<file path="src/rtl/hdmi_ctrl_pkg.sv">
// hdmi_ctrl_pkg: shared types and defaults for the HDMI channel controller
package hdmi_ctrl_pkg;
  localparam int NUM_CHANNELS_MAX = 4;
  localparam int DEBOUNCE_DEFAULT = 50000;
  localparam int AUTO_FRAMES_DEFAULT = 120;
  typedef logic [$clog2(NUM_CHANNELS_MAX)-1:0] channel_t;
  typedef enum logic [1:0] {IDLE, PENDING, COMMIT} ctrl_state_t;
  function automatic channel_t wrap_step(channel_t c, logic up, int n);
    if (up) return (c == channel_t'(n - 1)) ? channel_t'(0) : c + 2'd1;
    return (c == 2'd0) ? channel_t'(n - 1) : c - 2'd1;
  endfunction
endpackage

</file>
<file path="src/rtl/btn_debounce.sv">
// btn_debounce: 2-flop synchroniser, stability counter and one-cycle press pulse
module btn_debounce
  import hdmi_ctrl_pkg::*;
#(
  parameter int DEBOUNCE_CYCLES = DEBOUNCE_DEFAULT
) (
  input  logic clk,
  input  logic rst,
  input  logic raw,
  output logic press
);
  localparam int CW = $clog2(DEBOUNCE_CYCLES);
  logic [1:0] sync;
  logic level;
  logic [CW-1:0] cnt;
  always_ff @(posedge clk or negedge rst) begin
    if (!rst) begin
      sync <= '0;
      level <= 1'b0;
      cnt <= '0;
      press <= 1'b0;
    end else begin
      sync <= {sync[0], raw};
      press <= 1'b0;
      if (sync[1] == level) cnt <= '0;
      else if (cnt == CW'(DEBOUNCE_CYCLES - 1)) begin
        cnt <= '0;
        level <= ~level;
        press <= ~level;
      end else cnt <= cnt + 1'b1;
    end
  end
endmodule

</file>
<file path="src/rtl/hdmi_channel_ctrl.sv">
// hdmi_channel_ctrl: button-driven channel select, committed only at frame boundaries
// Optional idle auto-advance enabled by defining CHANNEL_AUTO_SCAN_EN.
module hdmi_channel_ctrl
  import hdmi_ctrl_pkg::*;
#(
  parameter int DEBOUNCE_CYCLES = DEBOUNCE_DEFAULT,
  parameter int NUM_CHANNELS = 4,
  parameter int AUTO_FRAMES = AUTO_FRAMES_DEFAULT
) (
  input  logic     clk,
  input  logic     rst,
  input  logic     btn_next,
  input  logic     btn_prev,
  input  logic     frame_start,
  input  logic     data_en,
  output channel_t channel_select,
  output logic     pending,
  output logic     change_pulse
);
  logic nx, pv, frame_ok, auto_adv;
  ctrl_state_t state;
  channel_t target, commit_val, t_nxt, cs_nxt;
  btn_debounce #(.DEBOUNCE_CYCLES(DEBOUNCE_CYCLES)) u_next (.clk(clk), .rst(rst), .raw(btn_next), .press(nx));
  btn_debounce #(.DEBOUNCE_CYCLES(DEBOUNCE_CYCLES)) u_prev (.clk(clk), .rst(rst), .raw(btn_prev), .press(pv));
  assign frame_ok = frame_start & ~data_en;
`ifdef CHANNEL_AUTO_SCAN_EN
  localparam int FW = $clog2(AUTO_FRAMES + 1);
  logic [FW-1:0] fcnt;
  assign auto_adv = (fcnt == FW'(AUTO_FRAMES)) && state == IDLE && !(nx | pv);
  always_ff @(posedge clk or negedge rst) begin
    if (!rst) fcnt <= '0;
    else if (nx | pv | auto_adv) fcnt <= '0;
    else if (frame_ok && fcnt != FW'(AUTO_FRAMES)) fcnt <= fcnt + 1'b1;
  end
`else
  assign auto_adv = AUTO_FRAMES < 0;
`endif
  always_comb begin
    t_nxt = ((nx ^ pv) | auto_adv) ? wrap_step(target, ~pv, NUM_CHANNELS) : target;
    cs_nxt = (state == COMMIT) ? commit_val : channel_select;
  end
  // commit_val freezes the pre-event target so a same-cycle press waits a frame
  always_ff @(posedge clk or negedge rst) begin
    if (!rst) begin
      state <= IDLE;
      target <= '0;
      commit_val <= '0;
      channel_select <= '0;
      pending <= 1'b0;
      change_pulse <= 1'b0;
    end else begin
      target <= t_nxt;
      channel_select <= cs_nxt;
      pending <= t_nxt != cs_nxt;
      change_pulse <= state == COMMIT;
      case (state)
        IDLE: if (t_nxt != channel_select) state <= PENDING;
        PENDING:
          if (frame_ok) begin
            state <= COMMIT;
            commit_val <= target;
          end else if (t_nxt == channel_select) state <= IDLE;
        COMMIT: state <= (t_nxt != commit_val) ? PENDING : IDLE;
        default: state <= IDLE;
      endcase
    end
  end
endmodule

</file>
<file path="config.mk">
export PLATFORM = sky130hd
export DESIGN_NAME = hdmi_channel_ctrl
export DESIGN_NICKNAME = d
export VERILOG_FILES = /design/src/rtl/hdmi_ctrl_pkg.sv /design/src/rtl/btn_debounce.sv /design/src/rtl/hdmi_channel_ctrl.sv
export SDC_FILE = /design/constraint.sdc
export NUM_CORES = 1
export LEC_CHECK = 0
export CORE_MARGIN = 2
export CORE_UTILIZATION = 45
export CTS_CLUSTER_SIZE = 24
export DETAILED_ROUTE_END_ITERATION = 6
export DONT_BUFFER_PORTS = 1
export MAX_ROUTING_LAYER = met4
export SLEW_MARGIN = 20
export SYNTH_ARGS = -nofsm -noshare
export SYNTH_HDL_FRONTEND = slang
export SYNTH_SLANG_ARGS = --single-unit
</file>
<file path="constraint.sdc">
create_clock -name clk -period 4.8 [get_ports clk]
set_input_delay 0.48 -clock clk [delete_from_list [all_inputs] [get_ports clk]]
set_output_delay 0.48 -clock clk [all_outputs]
set_load 0.03 [all_outputs]
</file>
# Word-level counts from Yosys, hierarchy flattened
# Cells that the tools add are included.
dict set report totals {
  input_bits 6
  latchBits 0
  ram_bits 0
  word_cells 62
  rom_bits 0
  out_inout_bits 4
  mem_count 0
  reg_bits 50
}
dict set report classes {
  n_lt_le_gt_ge 0
  div_mod_pow 0
  multipliers 0
  shifts 0
  n_reduce_logical 6
  bitwise_logic 7
  n_eq_ne 13
  add_sub_neg 4
  muxes 18
}
# op n
set ops {}
lappend ops {{2-to-1 mux 16 bit} 4}
lappend ops {{adder 16 x 1 -> 16 bit (second input constant)} 2}
lappend ops {{== test 16 bit (second input constant)} 2}
lappend ops {{2-to-1 mux 2 bit} 8}
lappend ops {{AND reduction 2 bit} 4}
lappend ops {{inequality test 2 bit} 3}
lappend ops {{one-hot mux 2 bit (3 select lines)} 1}
lappend ops {{2-to-1 mux 1 bit} 5}
lappend ops {{NOT 1 bit} 5}
lappend ops {{== test 2 bit (second input constant)} 2}
lappend ops {{logical NOT 2 bit} 2}
lappend ops {{inequality test 3 bit (second input constant)} 1}
lappend ops {{adder 2 x 1 -> 2 bit (second input constant)} 1}
lappend ops {{== test 1 bit} 2}
lappend ops {{== test 2 x 1 -> 1 bit (second input constant)} 1}
lappend ops {{== test 2 bit} 1}
lappend ops {{inequality test 2 bit (second input constant)} 1}
lappend ops {{subtractor 2 x 1 -> 2 bit (second input constant)} 1}
lappend ops {{AND 1 bit} 1}
lappend ops {{XOR 1 bit} 1}

# Longest topological paths before layout
dict set report depth {
  ltp_word 8
  ltp_mapped 8
  ltp_nobuf 7
}

# Modules after synthesis
# From an unflattened synthesis, not the netlist that was laid out.
dict set report hier_totals {
  hier_cells 226
  area_unflattened_um2 2454.9
}
# mod n_inst cells_per_inst seq_area_each_um2 area_per_inst_um2
set modules_own_cells {}
lappend modules_own_cells {btn_debounce 2 91 500.5 968.4}
lappend modules_own_cells {hdmi_channel_ctrl 1 44 250.2 518.0}

# Worst setup path before layout
# OpenSTA, ideal clock, no wires.
dict set report synth_timing {
  kind {register to register}
  from {register target[0]}
  to {register state[0]}
  t_arrival_ns 1.485
  path_slack_ns 3.183
  synth_period_minus_slack_ns 1.617
  path_stages_with_launch 8
  required_time_ns 4.667
  n_path_buf 1
  setup_ns 0.133
  path_cell_list {dfrtp_1 -> ha_1 -> or3b_1 -> nand3_1 -> and2_1 -> buf_2 -> mux2i_1 -> o211ai_1}
}
dict set report synth_via {
  elab_chain_cells 7
  word_cells_on_any_way 16
  cone_classes {add/sub (2); eq/ne (6); mux (6); reduce/logical (2)}
}
# element line_no
set synth_rtl {}
lappend synth_rtl {{from (decl)} hdmi_channel_ctrl.sv:22} ;# channel_t target, commit_val, t_nxt, cs_nxt;
lappend synth_rtl {{from (signal assigned)} hdmi_channel_ctrl.sv:52} ;# target <= t_nxt;
lappend synth_rtl {{adder 2 x 1 -> 2 bit, or another cell as far along} hdmi_ctrl_pkg.sv:9} ;# if (up) return (c == channel_t'(n - 1)) ? channel_t'(0) : c + 2'd1;
lappend synth_rtl {{2-to-1 mux 2 bit (on tied branches)} {hdmi_ctrl_pkg.sv:9, hdmi_ctrl_pkg.sv:10}}
lappend synth_rtl {{2-to-1 mux 2 bit} hdmi_ctrl_pkg.sv:10} ;# return (c == 2'd0) ? channel_t'(n - 1) : c - 2'd1;
lappend synth_rtl {{2-to-1 mux 2 bit (*)} hdmi_channel_ctrl.sv:39} ;# t_nxt = ((nx ^ pv) | auto_adv) ? wrap_step(target, ~pv, NUM_CHANNELS) : target;
lappend synth_rtl {{net t_nxt[0]} hdmi_channel_ctrl.sv:22}
lappend synth_rtl {{inequality test 2 bit, or another cell as far along} hdmi_channel_ctrl.sv:63} ;# COMMIT: state <= (t_nxt != commit_val) ? PENDING : IDLE;
lappend synth_rtl {{2-to-1 mux 1 bit, or another cell as far along} hdmi_channel_ctrl.sv:63}
lappend synth_rtl {{one-hot mux 2 bit (3 select lines) / AND reduction 2 bit (equally long branches)} -}
lappend synth_rtl {{to (signal assigned)} hdmi_channel_ctrl.sv:63}
lappend synth_rtl {{to (decl)} hdmi_channel_ctrl.sv:21} ;# ctrl_state_t state;
# Mark *: on every way through the listed nets, which the timed path passes. The rest lies on a longest branch.
# A chain may end at the register's enable or synchronous reset.

# Final worst setup path
dict set report layout_timing {
  from {register target[1]}
  to {register state[0]}
}
dict set report layout_via {
  elab_chain_cells 7
  word_cells_on_any_way 16
  cone_classes {add/sub (2); eq/ne (6); mux (6); reduce/logical (2)}
}
# element line_no
set layout_rtl {}
lappend layout_rtl {{adder 2 x 1 -> 2 bit, or another cell as far along} hdmi_ctrl_pkg.sv:9}
lappend layout_rtl {{2-to-1 mux 2 bit (on tied branches)} {hdmi_ctrl_pkg.sv:9, hdmi_ctrl_pkg.sv:10}}
lappend layout_rtl {{2-to-1 mux 2 bit} hdmi_ctrl_pkg.sv:10}
lappend layout_rtl {{2-to-1 mux 2 bit (*)} hdmi_channel_ctrl.sv:39}
lappend layout_rtl {{inequality test 2 bit, or another cell as far along} hdmi_channel_ctrl.sv:63}
lappend layout_rtl {{2-to-1 mux 1 bit, or another cell as far along} hdmi_channel_ctrl.sv:63}
lappend layout_rtl {{one-hot mux 2 bit (3 select lines) / AND reduction 2 bit (equally long branches)} -}
# Every way passes the cells marked *; elsewhere a longest branch is shown, timed or not.

==> flow_summary_export.csv <==
group,metric,value,unit
route,routed_wl,3.646,mm
yosys,netlist_area,0.002345,mm²
die,placementRows,26,
route,initialDrtViolationCount,70,
worst_setup_path,crit_required,4980,ps
sta,setup_ws,3020,ps
placement,post_dp_cell_area,0.002410,mm²
worst_setup_path,cp_top_family,"compound AO/OA/AOI/OAI gates",
power,p_sw_share,21.12,%
clock_network,cts.sinks,50,
yosys,syn_inst,220,
yosys,muxShareOfSynthArea,2.775,%
status,outcome,"finished clean",
yosys,synth_area_per_cell,10.66,µm²
power,clock_power_share,35.1,%
sta,finalSetupTns,0,ps
grt,grt_antenna_before_repair,0,
worst_setup_path,critPathMaxFanout,5,
cells_and_area,final_layout_size_suffix_gt1_share,7.556,%
route,ant_nets,0,
placement,io_buffers,0,
cells_and_area,area_growth_syn_to_layout,7.844,%
yosys,ys_ff_latch,50,
die,die-area,0.005804,mm²
worst_setup_path,critPathBufInv,1,
sta,max_slew_margin,67.00,%
grt,grt_usage,14.02,%
yosys,synth_compound_area_share,4.322,%
clock_network,cts-root-buf,"clkbuf_8",
clock_network,cts_max_level,2,
grt,grt_max_degree,51,
sta,setup-violations-final,0,
cells_and_area,nets,234,
yosys,synth_top_family_by_area,"simple AND/OR/NAND/NOR gates",
power,p_comb_share,3.1,%
sta,tightestPinTransition,493.8,ps
route,firstDrtPassIters,4,
worst_setup_path,arrival,1960,ps
die,die_w,76.19,µm
sta,period_minus_slack,1780,ps
worst_setup_path,worstSetupPathType,"reg -> reg",
placement,hpwlAfterDp,2.545,mm
yosys,synthXorXnorAreaFrac,11.21,%
cells_and_area,layout_commonest_cell,"dfrtp_1",
power,power_density,275.8,mW/mm²
sta,post-route-period-util,37.08,%
placement,placedCellCount,286,
worst_setup_path,slowest_delay,430,ps
cells_and_area,instances_no_fill,295,
sta,final_max_slew_viol_count,0,
cells_and_area,final_cell_mix,"50 x dfrtp_1, 37 x nor2_1, 18 x xor2_1, 16 x nand3_1, 12 x xnor2_1",
sta,fmax,0.5618,GHz
route,viasPerCell,5.142,
route,avgRoutedWirePerCell,12.36,µm
placement,gp_congestion,0.7748,
power,p_seq_share,61.8,%
worst_setup_path,cp_cell_sequence,"inv_1 > ha_1 > o211a_1 > or3_1 > a211oi_2 > o211ai_1",
cells_and_area,n_antenna_cell,0,
sta,clock_skew,8.291,ps
clock_network,clkLatencyLatePin,300,ps
worst_hold_path,hp-class,"in -> async",
yosys,yosysWarningCount,0,
clock_network,cts_buffers,5,
yosys,synthAdderAreaFrac,2.134,%
cells_and_area,fin_area,0.002529,mm²
worst_setup_path,worstSetupStartpointType,"flip-flop",
run,cap_violations,0,
cells_and_area,fill_cells,487,
power,p_leak,1.174,nW
clock_network,cts_buffer_depth,2,
worst_setup_path,cp-end-kind,"flip-flop",
worst_setup_path,r2r_setup_slack,3020,ps
route,vias,1517,
grt,grt_overflow,0,
die,core_area,0.005075,mm²
clock_network,cts_tree,"yes",
die,io_pins,10,
sta,fin_hold_ws,10.76,ps
placement,dpl_worst_slack,3045,ps
die,initial_core_util,46.20,%
sta,rsz0062_at_grt,"false",
power,intPower,0.5501,mW
grt,grt_pass1_wl,6.465,mm
yosys,ys_types,40,
yosys,syn_nets,230,
yosys,synth-seq-area-share,53.36,%
clock_network,post_cts_resized,0,
power,vdd_drop_max,167.4,µV
sta,hold_violations,0,
route,drc_errors,0,
die,die_h,76.19,µm
power,p_sw,0.1473,mW
worst_setup_path,crit_slowest_cell,"dfrtp_1",
grt,grt_pass1_vias,1477,
clock_network,path_clk_slew,90,ps
yosys,synth-simple-area-share,24.76,%
state kept, by name, summed over array words and instances, names as in the netlist:
name / flops
u_prev.cnt: 16
pending: 1
u_prev.level: 1
u_next.sync: 2
u_next.cnt: 16
target: 2
commit_val: 2
u_prev.sync: 2
u_prev.press: 1
state: 2
u_next.press: 1
channel_select: 2
change_pulse: 1
u_next.level: 1
cell usage after synthesis:
master / instances / area [µm²]
inv_1: 3 / 11.26
and4b_1: 1 / 10.01
a211o_1: 1 / 8.760
xor2_1: 18 / 157.7
nand4_1: 7 / 43.79
nor2b_2: 1 / 8.760
nor3_1: 1 / 5.000
buf_2: 3 / 15.01
o211ai_1: 2 / 15.01
or2_2: 1 / 6.260
and3_1: 7 / 43.79
and3b_1: 1 / 8.760
a21oi_1: 2 / 10.01
or3_1: 2 / 12.51
o21ai_0: 2 / 10.01
nor2_1: 37 / 138.9
nor3b_1: 3 / 22.52
mux2_2: 4 / 45.04
o21ai_1: 1 / 5.000
or3b_1: 1 / 8.760
nand2_1: 11 / 41.29
a211oi_2: 1 / 12.51
nor4_1: 2 / 12.51
a211oi_1: 1 / 7.510
dfrtp_1: 50 / 1251
buf_4: 1 / 7.510
and4_4: 1 / 11.26
a21o_1: 2 / 15.01
and4_1: 4 / 35.03
nor2_2: 1 / 6.260
a21boi_0: 1 / 7.510
o211a_1: 1 / 10.01
nor4b_1: 3 / 26.28
and2_1: 4 / 25.02
nand3_1: 16 / 80.08
nand3b_1: 2 / 15.01
ha_1: 4 / 50.05
xnor2_1: 12 / 105.1
nand2b_1: 3 / 18.77
mux2i_1: 2 / 20.02
what timing repair did:
item | in CTS | in global routing
hold buffers | 1 | 0
endpoints found under the hold margin | 50 | 0
setup buffers | 0 | 0
endpoints found under the setup margin | 0 | 0
power by group through the flow:
stage          Clock [mW]  Sequential [mW]  Combinational [mW]
2_1_floorplan           0            0.438              0.0102
3_3_place_gp            0            0.439              0.0121
3_5_place_dp            0            0.440              0.0118
4_1_cts             0.256            0.431              0.0230
5_1_grt             0.269            0.432              0.0256
6_report            0.245            0.431              0.0215
stage by stage:
stage,utilization (%),power (mW)
after global routing,49.83,0.7265
final,49.83,0.6973
after detailed placement,47.49,0.4514
after floorplan,-,0.4485
after global placement,47.49,0.4513
after CTS,49.83,0.7097
layout make-up:
cell class | count | area, µm² | area share, %
flip-flops and latches | 50 | 1251 | 49.48
multi-input cells | 163 | 1060 | 41.91
well taps | 70 | 87.58 | 3.464
clock buffers | 7 | 86.33 | 3.414
repair buffers | 1 | 27.53 | 1.089
inverters | 3 | 11.26 | 0.4453
clock inverters | 1 | 5.005 | 0.1979
final timing paths:
path                            cells past startpoint             end           start
max in group asynchronous                           1   u_next.cnt[1]             rst
worst min-delay path                                1        state[0]             rst
min in group clk                                    0  u_prev.sync[0]        btn_prev
worst max register to register                      6        state[0]       target[1]
worst max-delay path                                6        state[0]       target[1]
worst min register to register                      0  u_next.sync[1]  u_next.sync[0]
logic make-up after synthesis:
logic type	Yosys count
DFF	50
AOI/OAI and AO/OA	14
muxes	6
buffers and inverters	7
adders and majority gates	4
xor gates and xnor gates	30
and+or+nand+nor	109
metal layers:
metal	GRT usage [%]	wire, µm
met5	-	0
met3	3.318	88
met4	4.364	41
met2	21.16	1597
met1	18.96	1919
(Power assumes the default switching activity.)
